$ cat config.mk
export PLATFORM = sky130hd
export DESIGN_NAME = channel_frame_arbiter_flat
export DESIGN_NICKNAME = d
export VERILOG_FILES = /design/src/rtl/krd_arb_pkg.sv /design/src/rtl/channel_frame_arbiter_if.sv /design/src/rtl/rr_priority_sel.sv /design/src/rtl/channel_frame_arbiter.sv /design/src/flat_wrapper.sv
export SDC_FILE = /design/constraint.sdc
export NUM_CORES = 1
export LEC_CHECK = 0
export CORE_AREA = 2 2 506 508
export DETAILED_ROUTE_END_ITERATION = 10
export DIE_AREA = 0 0 508 510
export HOLD_SLACK_MARGIN = 0.08
export PLACE_DENSITY = 0.35
export SYNTH_ARGS = -nofsm -noshare
export SYNTH_HDL_FRONTEND = slang
export SYNTH_SLANG_ARGS = --single-unit
$ cat constraint.sdc
create_clock -name CLK -period 5.7 [get_ports CLK]
set_input_delay 0.855 -clock CLK [delete_from_list [all_inputs] [get_ports CLK]]
set_output_delay 0.855 -clock CLK [all_outputs]
set_load 0.005 [all_outputs]
$ cat src/rtl/krd_arb_pkg.sv
// Shared definitions for the channel frame arbiter: FSM encoding, default
// sizing, and the helper that derives the width of a channel index.
package krd_arb_pkg;

    typedef enum logic [1:0] {
        ST_IDLE   = 2'd0,
        ST_STREAM = 2'd1,
        ST_DROP   = 2'd2
    } arb_state_e;

    localparam int unsigned DEF_N_CH       = 4;
    localparam int unsigned DEF_DATA_WIDTH = 256;

    // Bits needed to hold a channel index 0..n_ch-1 (at least one bit).
    function automatic int unsigned ch_id_width(input int unsigned n_ch);
        return (n_ch <= 2) ? 1 : $clog2(n_ch);
    endfunction

endpackage

$ cat src/rtl/channel_frame_arbiter_if.sv
// Bundle of the N-channel input streams and the merged output stream.
// master: the arbiter side; slave: the channel sources plus downstream sink.
interface channel_frame_arbiter_if
    import krd_arb_pkg::*;
#(
    parameter int N_CH        = DEF_N_CH,
    parameter int DATA_WIDTH  = DEF_DATA_WIDTH,
    parameter int CH_ID_WIDTH = 3
) ();

    logic [N_CH*DATA_WIDTH-1:0] S_TDATA;
    logic [N_CH-1:0]            S_TVALID;
    logic [N_CH-1:0]            S_TLAST;
    logic [N_CH-1:0]            S_TREADY;

    logic [DATA_WIDTH-1:0]      M_TDATA;
    logic                       M_TVALID;
    logic                       M_TLAST;
    logic [CH_ID_WIDTH-1:0]     M_TUSER;
    logic                       M_TREADY;

    modport master (
        input  S_TDATA, S_TVALID, S_TLAST, M_TREADY,
        output S_TREADY, M_TDATA, M_TVALID, M_TLAST, M_TUSER
    );

    modport slave (
        output S_TDATA, S_TVALID, S_TLAST, M_TREADY,
        input  S_TREADY, M_TDATA, M_TVALID, M_TLAST, M_TUSER
    );

endinterface

$ cat src/rtl/rr_priority_sel.sv
// Rotating-priority selector: returns the first set request at or after
// start_i, wrapping around N_CH. Purely combinational.
module rr_priority_sel #(
    parameter int N_CH  = 4,
    parameter int IDX_W = 2
) (
    input  logic [N_CH-1:0]  req_i,
    input  logic [IDX_W-1:0] start_i,
    output logic [IDX_W-1:0] grant_o,
    output logic             any_o
);

    // Scan from the farthest offset down so the nearest request wins last.
    always_comb begin
        int idx;
        // NOTE: every output of a combinational block gets a default before
        // any conditional assignment, otherwise a latch is inferred.
        grant_o = start_i;
        idx     = 0;
        for (int i = N_CH - 1; i >= 0; i--) begin
            idx = int'(start_i) + i;
            if (idx >= N_CH) begin
                idx = idx - N_CH;
            end
            if (req_i[idx]) begin
                grant_o = IDX_W'(idx);
            end
        end
    end

    assign any_o = |req_i;

endmodule

$ cat src/rtl/channel_frame_arbiter.sv
// Round-robin, frame-locked arbiter: merges whole frames from N channels onto
// one registered output stream, tags each frame with its channel, and cuts
// runaway frames at MAX_FRAME_WORDS (rest of the frame is drained and dropped).
module channel_frame_arbiter
    import krd_arb_pkg::*;
#(
    parameter int N_CH            = DEF_N_CH,
    parameter int DATA_WIDTH      = DEF_DATA_WIDTH,
    parameter int MAX_FRAME_WORDS = 64,
    parameter int CH_ID_WIDTH     = 3
) (
    input  logic                   CLK,
    input  logic                   RESETN,
    input  logic [N_CH-1:0]        CH_ENABLE,
    input  logic                   ERR_CLR,
    output logic [N_CH-1:0]        ERR_TRUNC,
    channel_frame_arbiter_if.master bus
);

    localparam int                IDX_W    = ch_id_width(N_CH);
    localparam int                WCNT_W   = $clog2(MAX_FRAME_WORDS);
    localparam logic [IDX_W-1:0]  LAST_CH  = IDX_W'(N_CH - 1);
    localparam logic [WCNT_W-1:0] WCNT_MAX = WCNT_W'(MAX_FRAME_WORDS - 1);

    arb_state_e             state_q, state_d;
    logic [IDX_W-1:0]       grant_q, grant_d;
    logic [IDX_W-1:0]       last_grant_q, last_grant_d;
    logic [WCNT_W-1:0]      wcnt_q, wcnt_d;
    logic [DATA_WIDTH-1:0]  m_tdata_q, m_tdata_d;
    logic                   m_tvalid_q, m_tvalid_d;
    logic                   m_tlast_q, m_tlast_d;
    logic [CH_ID_WIDTH-1:0] m_tuser_q, m_tuser_d;
    logic [N_CH-1:0]        err_q, err_d;

    logic [DATA_WIDTH-1:0]  ch_data [N_CH];
    logic [DATA_WIDTH-1:0]  sel_data;
    logic                   sel_valid;
    logic                   sel_last;
    logic [N_CH-1:0]        s_tready;
    logic                   beat_acc;
    logic                   force_last;
    logic [IDX_W-1:0]       rr_start;
    logic [IDX_W-1:0]       rr_grant;
    logic                   rr_any;

    // Split the flat channel bus into per-channel words.
    for (genvar k = 0; k < N_CH; k++) begin : g_ch_split
        assign ch_data[k] = bus.S_TDATA[k*DATA_WIDTH +: DATA_WIDTH];
    end

    assign sel_data   = ch_data[grant_q];
    assign sel_valid  = bus.S_TVALID[grant_q];
    assign sel_last   = bus.S_TLAST[grant_q];
    assign force_last = (wcnt_q == WCNT_MAX);

    // Search begins one past the channel that finished last, wrapping.
    assign rr_start = (last_grant_q == LAST_CH) ? '0 : last_grant_q + 1'b1;

    rr_priority_sel #(
        .N_CH  (N_CH),
        .IDX_W (IDX_W)
    ) u_rr_sel (
        .req_i   (bus.S_TVALID & CH_ENABLE),
        .start_i (rr_start),
        .grant_o (rr_grant),
        .any_o   (rr_any)
    );

    // Only the granted channel is ever ready; DROP drains it unconditionally.
    always_comb begin
        s_tready = '0;
        case (state_q)
            ST_STREAM: s_tready[grant_q] = ~m_tvalid_q | bus.M_TREADY;
            ST_DROP:   s_tready[grant_q] = 1'b1;
            default:   ;
        endcase
    end

    assign beat_acc     = sel_valid & s_tready[grant_q];
    assign bus.S_TREADY = s_tready;

    // Next-state, word counter, output register and error-flag update.
    always_comb begin
        state_d      = state_q;
        grant_d      = grant_q;
        last_grant_d = last_grant_q;
        wcnt_d       = wcnt_q;
        m_tdata_d    = m_tdata_q;
        m_tvalid_d   = m_tvalid_q;
        m_tlast_d    = m_tlast_q;
        m_tuser_d    = m_tuser_q;
        err_d        = ERR_CLR ? '0 : err_q;

        // Downstream consumed the held word; a new beat below may refill it.
        if (bus.M_TREADY) begin
            m_tvalid_d = 1'b0;
        end

        case (state_q)
            ST_IDLE: begin
                if (rr_any) begin
                    state_d = ST_STREAM;
                    grant_d = rr_grant;
                    wcnt_d  = '0;
                end
            end

            ST_STREAM: begin
                if (beat_acc) begin
                    m_tdata_d  = sel_data;
                    m_tvalid_d = 1'b1;
                    m_tlast_d  = sel_last | force_last;
                    m_tuser_d  = CH_ID_WIDTH'(grant_q);
                    if (!force_last) begin
                        wcnt_d = wcnt_q + 1'b1;
                    end
                    if (sel_last) begin
                        state_d      = ST_IDLE;
                        last_grant_d = grant_q;
                    end else if (force_last) begin
                        // Set is applied after the clear, so it wins.
                        state_d        = ST_DROP;
                        err_d[grant_q] = 1'b1;
                    end
                end
            end

            ST_DROP: begin
                if (beat_acc && sel_last) begin
                    state_d      = ST_IDLE;
                    last_grant_d = grant_q;
                end
            end

            default: state_d = ST_IDLE;
        endcase
    end

    // State and output registers.
    always_ff @(posedge CLK or negedge RESETN) begin
        if (!RESETN) begin
            state_q      <= ST_IDLE;
            grant_q      <= '0;
            last_grant_q <= LAST_CH;
            wcnt_q       <= '0;
            m_tdata_q    <= '0;
            m_tvalid_q   <= 1'b0;
            m_tlast_q    <= 1'b0;
            m_tuser_q    <= '0;
            err_q        <= '0;
        end else begin
            // NOTE: sequential state uses non-blocking assignments so every
            // register samples the pre-edge values of the others.
            state_q      <= state_d;
            grant_q      <= grant_d;
            last_grant_q <= last_grant_d;
            wcnt_q       <= wcnt_d;
            m_tdata_q    <= m_tdata_d;
            m_tvalid_q   <= m_tvalid_d;
            m_tlast_q    <= m_tlast_d;
            m_tuser_q    <= m_tuser_d;
            err_q        <= err_d;
        end
    end

    assign bus.M_TDATA  = m_tdata_q;
    assign bus.M_TVALID = m_tvalid_q;
    assign bus.M_TLAST  = m_tlast_q;
    assign bus.M_TUSER  = m_tuser_q;
    assign ERR_TRUNC    = err_q;

endmodule
$ cat src/flat_wrapper.sv
// flat-port wrapper written by rule: the top's interface ports become plain ports
module channel_frame_arbiter_flat import krd_arb_pkg::*;
#(
    parameter int N_CH            = DEF_N_CH,
    parameter int DATA_WIDTH      = DEF_DATA_WIDTH,
    parameter int MAX_FRAME_WORDS = 64,
    parameter int CH_ID_WIDTH     = 3
)
  (CLK, RESETN, CH_ENABLE, ERR_CLR, ERR_TRUNC, bus_S_TDATA, bus_S_TVALID, bus_S_TLAST, bus_M_TREADY, bus_S_TREADY, bus_M_TDATA, bus_M_TVALID, bus_M_TLAST, bus_M_TUSER);
  channel_frame_arbiter_if #(.N_CH(N_CH), .DATA_WIDTH(DATA_WIDTH), .CH_ID_WIDTH(CH_ID_WIDTH)) bus_i ();
  input  logic CLK;
  input  logic RESETN;
  input  logic [N_CH-1:0] CH_ENABLE;
  input  logic ERR_CLR;
  output logic [N_CH-1:0] ERR_TRUNC;
  input wire logic [$bits(bus_i.S_TDATA)-1:0] bus_S_TDATA;
  input wire logic [$bits(bus_i.S_TVALID)-1:0] bus_S_TVALID;
  input wire logic [$bits(bus_i.S_TLAST)-1:0] bus_S_TLAST;
  input wire logic [$bits(bus_i.M_TREADY)-1:0] bus_M_TREADY;
  output wire logic [$bits(bus_i.S_TREADY)-1:0] bus_S_TREADY;
  output wire logic [$bits(bus_i.M_TDATA)-1:0] bus_M_TDATA;
  output wire logic [$bits(bus_i.M_TVALID)-1:0] bus_M_TVALID;
  output wire logic [$bits(bus_i.M_TLAST)-1:0] bus_M_TLAST;
  output wire logic [$bits(bus_i.M_TUSER)-1:0] bus_M_TUSER;
  assign bus_i.S_TDATA = bus_S_TDATA;
  assign bus_i.S_TVALID = bus_S_TVALID;
  assign bus_i.S_TLAST = bus_S_TLAST;
  assign bus_i.M_TREADY = bus_M_TREADY;
  assign bus_S_TREADY = bus_i.S_TREADY;
  assign bus_M_TDATA = bus_i.M_TDATA;
  assign bus_M_TVALID = bus_i.M_TVALID;
  assign bus_M_TLAST = bus_i.M_TLAST;
  assign bus_M_TUSER = bus_i.M_TUSER;
  channel_frame_arbiter #(.N_CH(N_CH), .DATA_WIDTH(DATA_WIDTH), .MAX_FRAME_WORDS(MAX_FRAME_WORDS), .CH_ID_WIDTH(CH_ID_WIDTH)) u_core (.CLK(CLK), .RESETN(RESETN), .CH_ENABLE(CH_ENABLE), .ERR_CLR(ERR_CLR), .ERR_TRUNC(ERR_TRUNC), .bus(bus_i));
endmodule
# Word level (Yosys, flattened, before mapping)
# Cells that the tools add are included.
# W data, S select, Z words.
dict set report totals {
  latch_bits 0
  reg_bits 276
  mem_count 0
  input_bits 1040
  word_cells 113
  mem_bits_rw 0
  out_inout_bits 269
  mem_bits_ro 0
}
dict set report classes {
  shifts 0
  reduce_logical 11
  n_mux 55
  addsub 9
  order_cmp 11
  bitwise_logic 8
  div 0
  eq_ne 10
  multipliers 0
}
# op n
set op_table {}
lappend op_table {{$bmux W256 S2} 1}
lappend op_table {{$mux W256} 2}
lappend op_table {{$lt A32 B4 Y1 const B} 4}
lappend op_table {{$mux W32} 4}
lappend op_table {{$ge A32 B4 Y1 const B} 1}
lappend op_table {{$sub A32 B4 Y32 const B} 1}
lappend op_table {{$mux W2} 13}
lappend op_table {{$mux W4} 5}
lappend op_table {{$mux W6} 3}
lappend op_table {{$mux W1} 15}
lappend op_table {{$bmux W1 S2} 7}
lappend op_table {{$pmux W6 S2} 1}
lappend op_table {{$reduce_and A4 Y1} 3}
lappend op_table {{$ge A3 B3 Y1 const B} 3}
lappend op_table {{$and A4 B4 Y4} 2}
lappend op_table {{$ne A2 B1 Y1 const B} 4}
lappend op_table {{$pmux W4 S2} 1}
lappend op_table {{$sub A3 B3 Y4 const B} 2}
lappend op_table {{$add A2 B2 Y3 const B} 2}
lappend op_table {{$add A6 B1 Y6 const B} 1}
lappend op_table {{$eq A6 B6 Y1 const B} 1}
lappend op_table {{$pmux W2 S3} 1}
lappend op_table {{$eq A2 B2 Y1 const B} 2}
lappend op_table {{$or A4 B4 Y4} 1}
lappend op_table {{20 further kinds} 24}

# Longest topological paths before layout
# Gate-level depths: netlist (run 1).
dict set report depth {
  word_depth 12
  mapped_depth 9
  depth_no_buf 7
}

# Cells and area by module
# Synthesis (run 1) repeated with hierarchy kept, for this count alone.
dict set report unflattened {
  hier_cells 1008
  hier_area_um2 17745.8
}
# module seq_area_each_um2 area_each_um2 cells_per_inst instances
set by_module_without_submodules {}
lappend by_module_without_submodules {channel_frame_arbiter 6909.1 17645.7 992 1}
lappend by_module_without_submodules {rr_priority_sel 0.0 100.1 16 1}

# Worst setup path after synthesis (run 1)
# OpenSTA, ideal clock, no wires.
dict set report synth_path {
  path_type {in2out}
  startpoint {input bus_M_TREADY}
  endpoint {output bus_S_TREADY[0]}
  required_time_ps 4845
  arrival_time_ps 1366
  path_stages 4
  path_slack_ps 3479
  path_cell_list {nand2b_1 a21o_1 nand2_1 nor3_1}
}
dict set report synth_via {
  elab_chain_cells 3
}
# element line_no
set synth_lines {}
lappend synth_lines {{from (decl)} flat_wrapper.sv:19} ;# input wire logic [$bits(bus_i.M_TREADY)-1:0] bus_M_TREADY;
lappend synth_lines {{$or A1 B1 Y1} channel_frame_arbiter.sv:73} ;# ST_STREAM: s_tready[grant_q] = ~m_tvalid_q | bus.M_TREADY;
lappend synth_lines {{$and A4 B4 Y4 (no source line)} -}
lappend synth_lines {{$pmux W4 S2} channel_frame_arbiter.sv:72} ;# case (state_q)
lappend synth_lines {{to (decl)} flat_wrapper.sv:20} ;# output wire logic [$bits(bus_i.S_TREADY)-1:0] bus_S_TREADY;
# No other way between the ends.

# Worst setup path after layout (run 1)
dict set report layout_path {
  startpoint {register u_core.state_q[1]}
  endpoint {output bus_S_TREADY[0]}
}
dict set report layout_via {
  elab_chain_cells 2
}
# element line_no
set layout_lines {}
lappend layout_lines {{from (decl)} channel_frame_arbiter.sv:25} ;# arb_state_e state_q, state_d;
lappend layout_lines {{from (signal assigned)} channel_frame_arbiter.sv:154} ;# state_q <= state_d;
lappend layout_lines {{$eq A2 B2 Y1 / $eq A2 B1 Y1 (equally long branches)} channel_frame_arbiter.sv:72}
lappend layout_lines {{$pmux W4 S2 *} channel_frame_arbiter.sv:72}
# Mark *: on every way between the ends. The rest lies on a longest branch, timed or not.

==> reports/results.txt, run 1 <==
The flow ran to the end, and the final reports show no timing, DRC or antenna violations. The total power divided by cell area came out at 404 nW/um^2. The standard-cell row count came out at 185. The number of antenna violations at the first check in global routing came out at 186.

Dividing the detail-routed via count by the number of cells gives 2.92. The tools report the maximum number of pins on one net before global-route repair as 105. TritonCTS built the clock tree. Relative to the synthesized area, the layout overhead comes to 110%.

CTS root buffer: sky130_fd_sc_hd__clkbuf_16. The startpoint type of the worst setup path is a flip-flop. The analysis attributes to cell leakage a power of 12.2 nW.

The synthesized design spends more area on one cell type than any other, namely sky130_fd_sc_hd__dfrtp_1. The highest ir drop seen on vdd was 0.257 mV; the share of synthesized flip-flops with an asynchronous set or reset was 100%. The vertical die dimension works out to 510 microns. The total area inside the core boundary comes to 253,000 sq um.

The synthesized area divided by synthesized cell count works out to 17.0 sq um. The area of all placed cells without fillers was 35,300 sq um; the transition at the pin with the smallest max-transition slack was 1.09 ns. Fraction of post-synthesis cell area in the top cell type by area: 40.7%.

After clock tree synthesis, the repair step resized 0 gates. Count of different cell masters after synthesis: 41. Reg2reg setup slack: 2.31 ns. The cell area that synthesis handed to floorplanning was 16,800 sq um. Of all nets on the critical path, the largest fanout is 12. During synthesis, Yosys emitted a total of 0 warnings.

The first routing iteration left 901 violations. The worst setup path startpoint was u_core.state_q[1]. Counting flops with a built-in enable in the synthesized netlist gives 0.

The tools report the H-tree depth as 2. The run gives 0 as the number of buffers inserted to repair setup after CTS. The number of clock sinks seen by CTS is 276. In this run the critical register-to-register path is launched from u_core.grant_q[0].

The worst setup path is captured at an output port. In this run the remaining antenna-violating nets after routing total 0. The tightest hold path in the finished design has a slack of 0.171 ns. For this design, the CTS-stage hold fixing added 0 buffers. The number of nets in the finished design is 3,316, and the number of vias in the routed layout is 16,700.

In this run, synthesis produced a sequential element count of 276. The final sum of negative setup slack came out at 0 ns. The top cell types in the final layout, fill and taps aside, are sky130_fd_sc_hd__clkdlybuf4s50_1, sky130_fd_sc_hd__dfrtp_1, sky130_fd_sc_hd__mux4_2. The tool flagged a number of max-cap violations equal to 0. Ranked by total cell area, the synthesized netlist is headed by sky130_fd_sc_hd__dfrtp_1, sky130_fd_sc_hd__mux4_2, sky130_fd_sc_hd__mux2_1.

In this run, placement finished with an instance count of 5,592. The via count of the first global-routing pass came out at 17,900. The path class of the tightest hold or removal check is input port to asynchronous set/reset pin. The number of clock buffers added by TritonCTS is 42.

The number of max-slew violations in the final report came out at 0. For this run, design rule violations remaining after detail routing come to 0. The proportion of layout cells with a drive suffix above 1 was 17.1%. After layout, the minimum clock period comes to 4.09 ns. The sum of routed wire length over all layers came out at 167,000 microns. For this run, the top clock speed supported by timing is 0.245 GHz. The tools report the clock insertion delay at the later pin of the skew report as 0.65 ns. The library cell used most frequently in the layout, excluding fill and tap cells, is sky130_fd_sc_hd__clkdlybuf4s50_1. The tools report the final-report hold violation count as 0. The post-place instance area was 33,900 sq um; the global-route wire length before repair was 204,000 microns. The sum of net half-perimeters after detailed placement is 146,000 microns, and the die width is 508 microns. Routability-driven placement finished with a final weighted congestion of 0.860. Setup repair after global routing left no endpoint under its margin. STA puts the critical path data arrival time at 3.23 ns.

The run gives 2,035 as the post-synth net total. Once layout is complete, the cells apart from fillers number 5,704. The count of cells along the worst register-to-register path was 6; the number of I/O pins was 1,309.

The worst register-to-register path ends at u_core.bus.M_TDATA[183]. The design draws 0.0143 W. Number of cells produced by synthesis: 989.

The average routed wire per standard cell works out to 29.2 microns. Commonest register cell after synthesis: sky130_fd_sc_hd__dfrtp_1. The data required time at the worst endpoint is 4.85 ns.

The timing endpoint of the critical path is bus_S_TREADY[0]. Global routing used 12.3% of the available tracks. The logs give 27.5% for the worst relative slew slack and 0.0285 ns for the final worst clock skew. The leftover overflow at the end of global routing is 0, and the area of the die is 259,000 sq um.

After clock tree synthesis, the clock-pin slew on the worst setup and hold paths is 0.06 ns. The period utilization was 71.7%. For this configuration, the core starts out at a cell density of 6.65%. The first detailed-routing pass ran for 5 iterations. The share of the Yosys chip area taken by registers is 41.0%. By startpoint and endpoint, the worst setup path is classified as flip-flop to output port.

The filler cells instantiated in the layout total 28,400. No sink is reached through more buffers than the 3 on the longest clock path. The run gives 0 as the final count of negative-setup-slack endpoints. During placement, the flow inserted port buffers numbering 1,307.
==> registers in the layout (all words and copies together) (netlist names) <==
name                 cells
u_core.bus.M_TDATA     256
u_core.wcnt_q            6
u_core.state_q           2
u_core.grant_q           2
u_core.ERR_TRUNC         4
u_core.bus.M_TVALID      1
u_core.last_grant_q      2
u_core.bus.M_TUSER       2
u_core.bus.M_TLAST       1
==> power by group <==
part / internal (W) / switching, W / total [W]
Clock: 0.00154 / 0.00117 / 0.00271
Combinational: 0.00465 / 0.00329 / 0.00794
Sequential: 0.00296 / 0.000652 / 0.00361
Total: 0.00915 / 0.00511 / 0.0143
==> how the worst min path moves through the flow <==
stage	depth (start not counted)	endpoint	startpoint	slack, ns
after floorplan	2	u_core.bus.M_TLAST	u_core.bus.M_TLAST	0.47
after global placement	2	u_core.bus.M_TLAST	u_core.bus.M_TLAST	0.47
after detailed placement	1	u_core.bus.M_TDATA[239]	u_core.bus.M_TDATA[239]	0.48
after CTS	1	u_core.bus.M_TDATA[73]	RESETN	0.13
after global routing	1	u_core.bus.M_TDATA[73]	RESETN	0.17
final	1	u_core.bus.M_TDATA[73]	RESETN	0.17
==> critical path, cell delays in order (launching register included) <==
cell and delay [ns]:
sky130_fd_sc_hd__dfrtp_1 0.40, sky130_fd_sc_hd__inv_1 0.11, sky130_fd_sc_hd__ha_1 0.49, sky130_fd_sc_hd__a21o_1 0.20
sky130_fd_sc_hd__nand2_1 0.18, sky130_fd_sc_hd__nor3_2 0.51, sky130_fd_sc_hd__clkdlybuf4s50_1 0.71
==> cell families (layout without fill, tap and decap cells) <==
kind of cell | count (synthesis) | count (layout) | synth area share (%)
compound gates | 37 | 37 | 1.66
fa+ha+maj | 6 | 6 | 0.446
buf+inv | 98 | 1410 | 3.31
flops | 276 | 276 | 41.0
mux | 520 | 520 | 51.9
other cells | 1 | 38 | 0.0223
simple gates | 51 | 51 | 1.63
==> synthesized netlist by cell type, types with 2 or more instances <==
master and count:
sky130_fd_sc_hd__nor3_1 2, sky130_fd_sc_hd__nand4_1 2, sky130_fd_sc_hd__inv_1 7, sky130_fd_sc_hd__nand3_1 3, sky130_fd_sc_hd__mux2_1 213, sky130_fd_sc_hd__nand2b_1 9
sky130_fd_sc_hd__ha_1 6, sky130_fd_sc_hd__dfstp_2 2, sky130_fd_sc_hd__dfrtp_1 274, sky130_fd_sc_hd__mux2i_1 3, sky130_fd_sc_hd__nor3b_1 2, sky130_fd_sc_hd__o21ai_0 6
sky130_fd_sc_hd__buf_4 12, sky130_fd_sc_hd__buf_2 32, sky130_fd_sc_hd__clkbuf_1 33, sky130_fd_sc_hd__o211ai_1 8, sky130_fd_sc_hd__and3_1 3, sky130_fd_sc_hd__o221ai_1 3
sky130_fd_sc_hd__a21o_1 4, sky130_fd_sc_hd__mux4_2 257, sky130_fd_sc_hd__nor2_1 7, sky130_fd_sc_hd__a22o_1 2, sky130_fd_sc_hd__mux2_2 47, sky130_fd_sc_hd__nand3b_1 4
sky130_fd_sc_hd__nand2_1 16, sky130_fd_sc_hd__buf_6 14, sky130_fd_sc_hd__o32ai_1 3, sky130_fd_sc_hd__a31oi_1 2
==> stage by stage <==
step / util, % / worst slack (ns)
after global placement: 13.4 / 0.804
after detailed placement: 13.4 / 1.41
after floorplan: - / 3.48
after global routing: 13.9 / 1.34
final: 13.9 / 1.61
after CTS: 13.9 / 1.20
==> per-layer routing <==
layer  part of all wire, %  up-vias  global-route usage, %
met1                    36     8337                   12.8
met4                   2.6      114                   3.00
met2                    48     1185                   21.1
met3                    13      338                   7.25
li1                      -     6705                      -
met5                  0.47        -                      0
==> final cells by class <==
type | count | area (sq um) | area share [%]
Multi-Input combinational cell | 615 | 9390 | 26.6
Sequential cell | 276 | 6920 | 19.6
Tap cell | 3366 | 4210 | 11.9
Clock buffer | 70 | 1300 | 3.67
Inverter | 7 | 26.3 | 0.0744
Antenna cell | 37 | 92.6 | 0.262
Clock inverter | 5 | 43.8 | 0.124
Timing Repair Buffer | 1328 | 13300 | 37.8
Note: power is estimated with default switching activity, not from simulation.
==> inputs of run 2 (changes only) <==
Settings changed: CORE_AREA 2 2 506 508 to 2 2 513 515, DIE_AREA 0 0 508 510 to 0 0 515 517.
Clock period 5.7 ns to 4.16 ns, I/O delays scaled along.
==> reports/results.txt, run 2 (synthesis results as in run 1) <==
The class of the worst hold path is flip-flop to flip-flop (was input port to asynchronous set/reset pin). For the final worst clock skew, the log shows 0.0333 ns (was 0.0285 ns). The transition at the pin with the smallest max-transition slack was 0.990 ns (was 1.09 ns); the H-tree depth was 2 (unchanged). The area of the die came out at 266,000 sq um (was 259,000 sq um).

The tools report the kind of end point of the critical path as an output port (unchanged). Number of buffers inserted to repair setup after CTS: 0 (unchanged). For the placer's final routability congestion estimate, the log shows 0.820 (was 0.860). The flow ran to the end, and the final reports show no timing, DRC or antenna violations. The die width came out at 515 microns (was 508 microns). The critical path class is flip-flop to output port (unchanged).

The quantity of I/O buffers inserted on ports was 1,307 (unchanged). The clock insertion delay at the later pin of the skew report came out at 0.66 ns (was 0.65 ns). Master of the slowest instance on the critical path: sky130_fd_sc_hd__clkdlybuf4s50_1 (unchanged). The most common library cell in the layout ignoring fill and taps is sky130_fd_sc_hd__clkdlybuf4s50_1 (unchanged). The logs give 0 (unchanged) for the final-report hold violation count and 3.54 ns (was 4.85 ns) for the data required time at the worst endpoint. The standby leakage power is 12.3 nW (was 12.2 nW), and the final count of negative-setup-slack endpoints is 0 (unchanged). The logs give 6.45% (was 6.65%) for the effective utilization at floorplan and 276 (unchanged) for the number of clock sinks seen by CTS. The tools report the sum of routed wire length over all layers as 166,000 microns (was 167,000 microns). The sum of net half-perimeters after detailed placement is 146,000 microns (about the same). The flip-flop and latch area was 6920 sq um (unchanged); the proportion of layout cells with a drive suffix above 1 was 17.8% (was 17.1%). For the post-place instance area, the log shows 34,100 sq um (was 33,900 sq um). Highest ir drop seen on vdd: 0.355 mV (was 0.257 mV).

The vertical die dimension was 517 microns (was 510 microns); the number of flip-flops in the largest register was 256 (unchanged). The remaining antenna violation count was 0 (unchanged); the CTS buffer count was 44 (was 42). The logs give 1,309 (unchanged) for the number of I/O pins and 29,200 (was 28,400) for the filler cell count. The post-synthesis to final-layout area growth works out to 112% (was 110%). For the deepest clock path buffer count, the log shows 3 (unchanged). The first-pass iteration count of the detailed router is 6 (was 5), and the period utilization is 84.9%. The global-route wire length before repair was 203,000 microns (was 204,000 microns); the total power divided by cell area was 554 nW/um^2 (was 404 nW/um^2). The run gives 0 (unchanged) as the quantity of gates resized following cts. The worst relative slew slack is 34.0% (was 27.5%), and the highest achievable clock rate is 0.283 GHz.

The minimum hold slack came out at 0.488 ns (was 0.171 ns). The standard-cell row count came out at 188 (was 185). Cell chain of the critical path: inv_1, ha_1, a21oi_1, nor3b_1, clkdlybuf4s50_1 (was inv_1, ha_1, a21o_1, nand2_1, nor3_2, clkdlybuf4s50_1). For the number of antenna violations at the first check in global routing, the log shows 195 (was 186). The area of all placed cells without fillers is 35,700 sq um (was 35,300 sq um). The number of nets in the finished design was 3,332 (was 3,316); the average routed wire per standard cell was 28.8 microns (was 29.2 microns). The post-route DRC violation count was 0 (unchanged); the final sum of negative setup slack was 0 ns (unchanged). The tools report the startpoint type of the worst setup path as a flip-flop (unchanged).

For the via count of the first global-routing pass, the log shows 17,800 (was 17,900). The detailed-route vias per instance is 2.90 (was 2.92). Commonest cells after routing, fill and taps aside: sky130_fd_sc_hd__clkdlybuf4s50_1, sky130_fd_sc_hd__dfrtp_1, sky130_fd_sc_hd__mux4_2 (unchanged). The reported max-cap violation count was 0 (unchanged). CTS root buffer: sky130_fd_sc_hd__clkbuf_16 (unchanged).

The clock-pin slew reported for the worst setup and hold paths after clock tree synthesis was 0.05 ns (was 0.06 ns). The maximum fanout along the worst path works out to 6 (was 12). The global-route usage over all layers is 12.0% (was 12.3%), and the leftover overflow at the end of global routing is 0 (unchanged).

Number of max-slew violations in the final report: 0 (unchanged). The total core area was 261,000 sq um (was 253,000 sq um). Data arrival time of the worst path: 2.91 ns (was 3.23 ns).

For the maximum number of pins on one net before global-route repair, the log shows 87 (was 105). The run gives 705 (was 901) as the count of routing violations after the opening detailed-route iteration. Setup repair after global routing left no endpoint under its margin.

Number of vias in the routed layout: 16,700 (about the same). TritonCTS built the clock tree. The highest cell delay on the worst timing path was 0.63 ns (was 0.71 ns).

The worst path in the final design needs a cycle of 3.53 ns, including I/O delays and setup. The area occupied by multi-input gates was 9380 sq um (was 9390 sq um).
run 2: changes by cell type in the layout (fill, tap and decap cells not counted), moves of 2 or more:
cell	previous run	this run
sky130_fd_sc_hd__buf_12	8	12
sky130_fd_sc_hd__clkbuf_16	43	46
sky130_fd_sc_hd__bufinv_16	0	2
sky130_fd_sc_hd__clkinv_4	0	2
sky130_fd_sc_hd__buf_4	13	22
run 2: repair_timing:
| item | in CTS | in global routing |
|---|---|---|
| hold endpoints to repair | 36 | 0 |
| endpoints found under the setup margin | 0 | 0 |
| hold buffers | 1 | 0 |
run 2: cell type report:
cell class	instances	area share, %
Sequential cell	276	19.4
Clock buffer	72	3.84
Clock inverter	10	0.340
Timing Repair Buffer	1342	37.8
Antenna cell	36	0.252
Multi-Input combinational cell	615	26.3
Inverter	7	0.0736
Tap cell	3420	12.0
run 2: power breakdown:
part	total, W	internal (W)	switching, W
combinational	0.0109	0.00642	0.00444
clock	0.00398	0.00236	0.00162
sequential	0.00495	0.00406	0.000890
total	0.0198	0.0128	0.00694
run 2: worst max-delay path, delay by kind of cell, from the launching register on:
family / cells / cell delay, ns
simple gates: 1 / 0.58
fa+ha+maj: 1 / 0.42
flops: 1 / 0.40
compound gates: 1 / 0.14
buf+inv: 2 / 0.73
run 2: worst paths after layout:
path                                         start                       to  slack, ns  cells past startpoint
setup / recovery                 u_core.state_q[1]          bus_S_TREADY[3]       0.63                      5
hold / removal             u_core.bus.M_TDATA[129]  u_core.bus.M_TDATA[129]       0.49                      1
setup reg to reg                 u_core.grant_q[0]   u_core.bus.M_TDATA[67]       1.17                      5
hold reg to reg            u_core.bus.M_TDATA[129]  u_core.bus.M_TDATA[129]       0.49                      1
max in group asynchronous                   RESETN    u_core.bus.M_TDATA[5]       2.49                      3
min in group asynchronous                   RESETN  u_core.bus.M_TDATA[151]       0.62                      2
run 2: stage by stage:
| stage | setup slack [ns] | total power [W] | std cells | util [%] |
|---|---|---|---|---|
| after floorplan | 2.20 | 0.0100 | 989 | - |
| after global placement | 0.909 | 0.0162 | 5659 | 13.1 |
| after detailed placement | 0.933 | 0.0162 | 5659 | 13.1 |
| after CTS | 0.538 | 0.0204 | 5742 | 13.6 |
| after global routing | 0.474 | 0.0210 | 5756 | 13.6 |
| final | 0.626 | 0.0198 | 5778 | 13.7 |
run 2: metal layers:
metal  share of wire, %  wire, microns  vias up  track usage [%]
met3                 12          19800      347             6.09
met1                 36          59500     8379             12.5
li1                   -              -     6724                -
met4                2.4           3950       96             2.91
met5               0.38            631        -                0
met2                 50          82500     1186             21.1
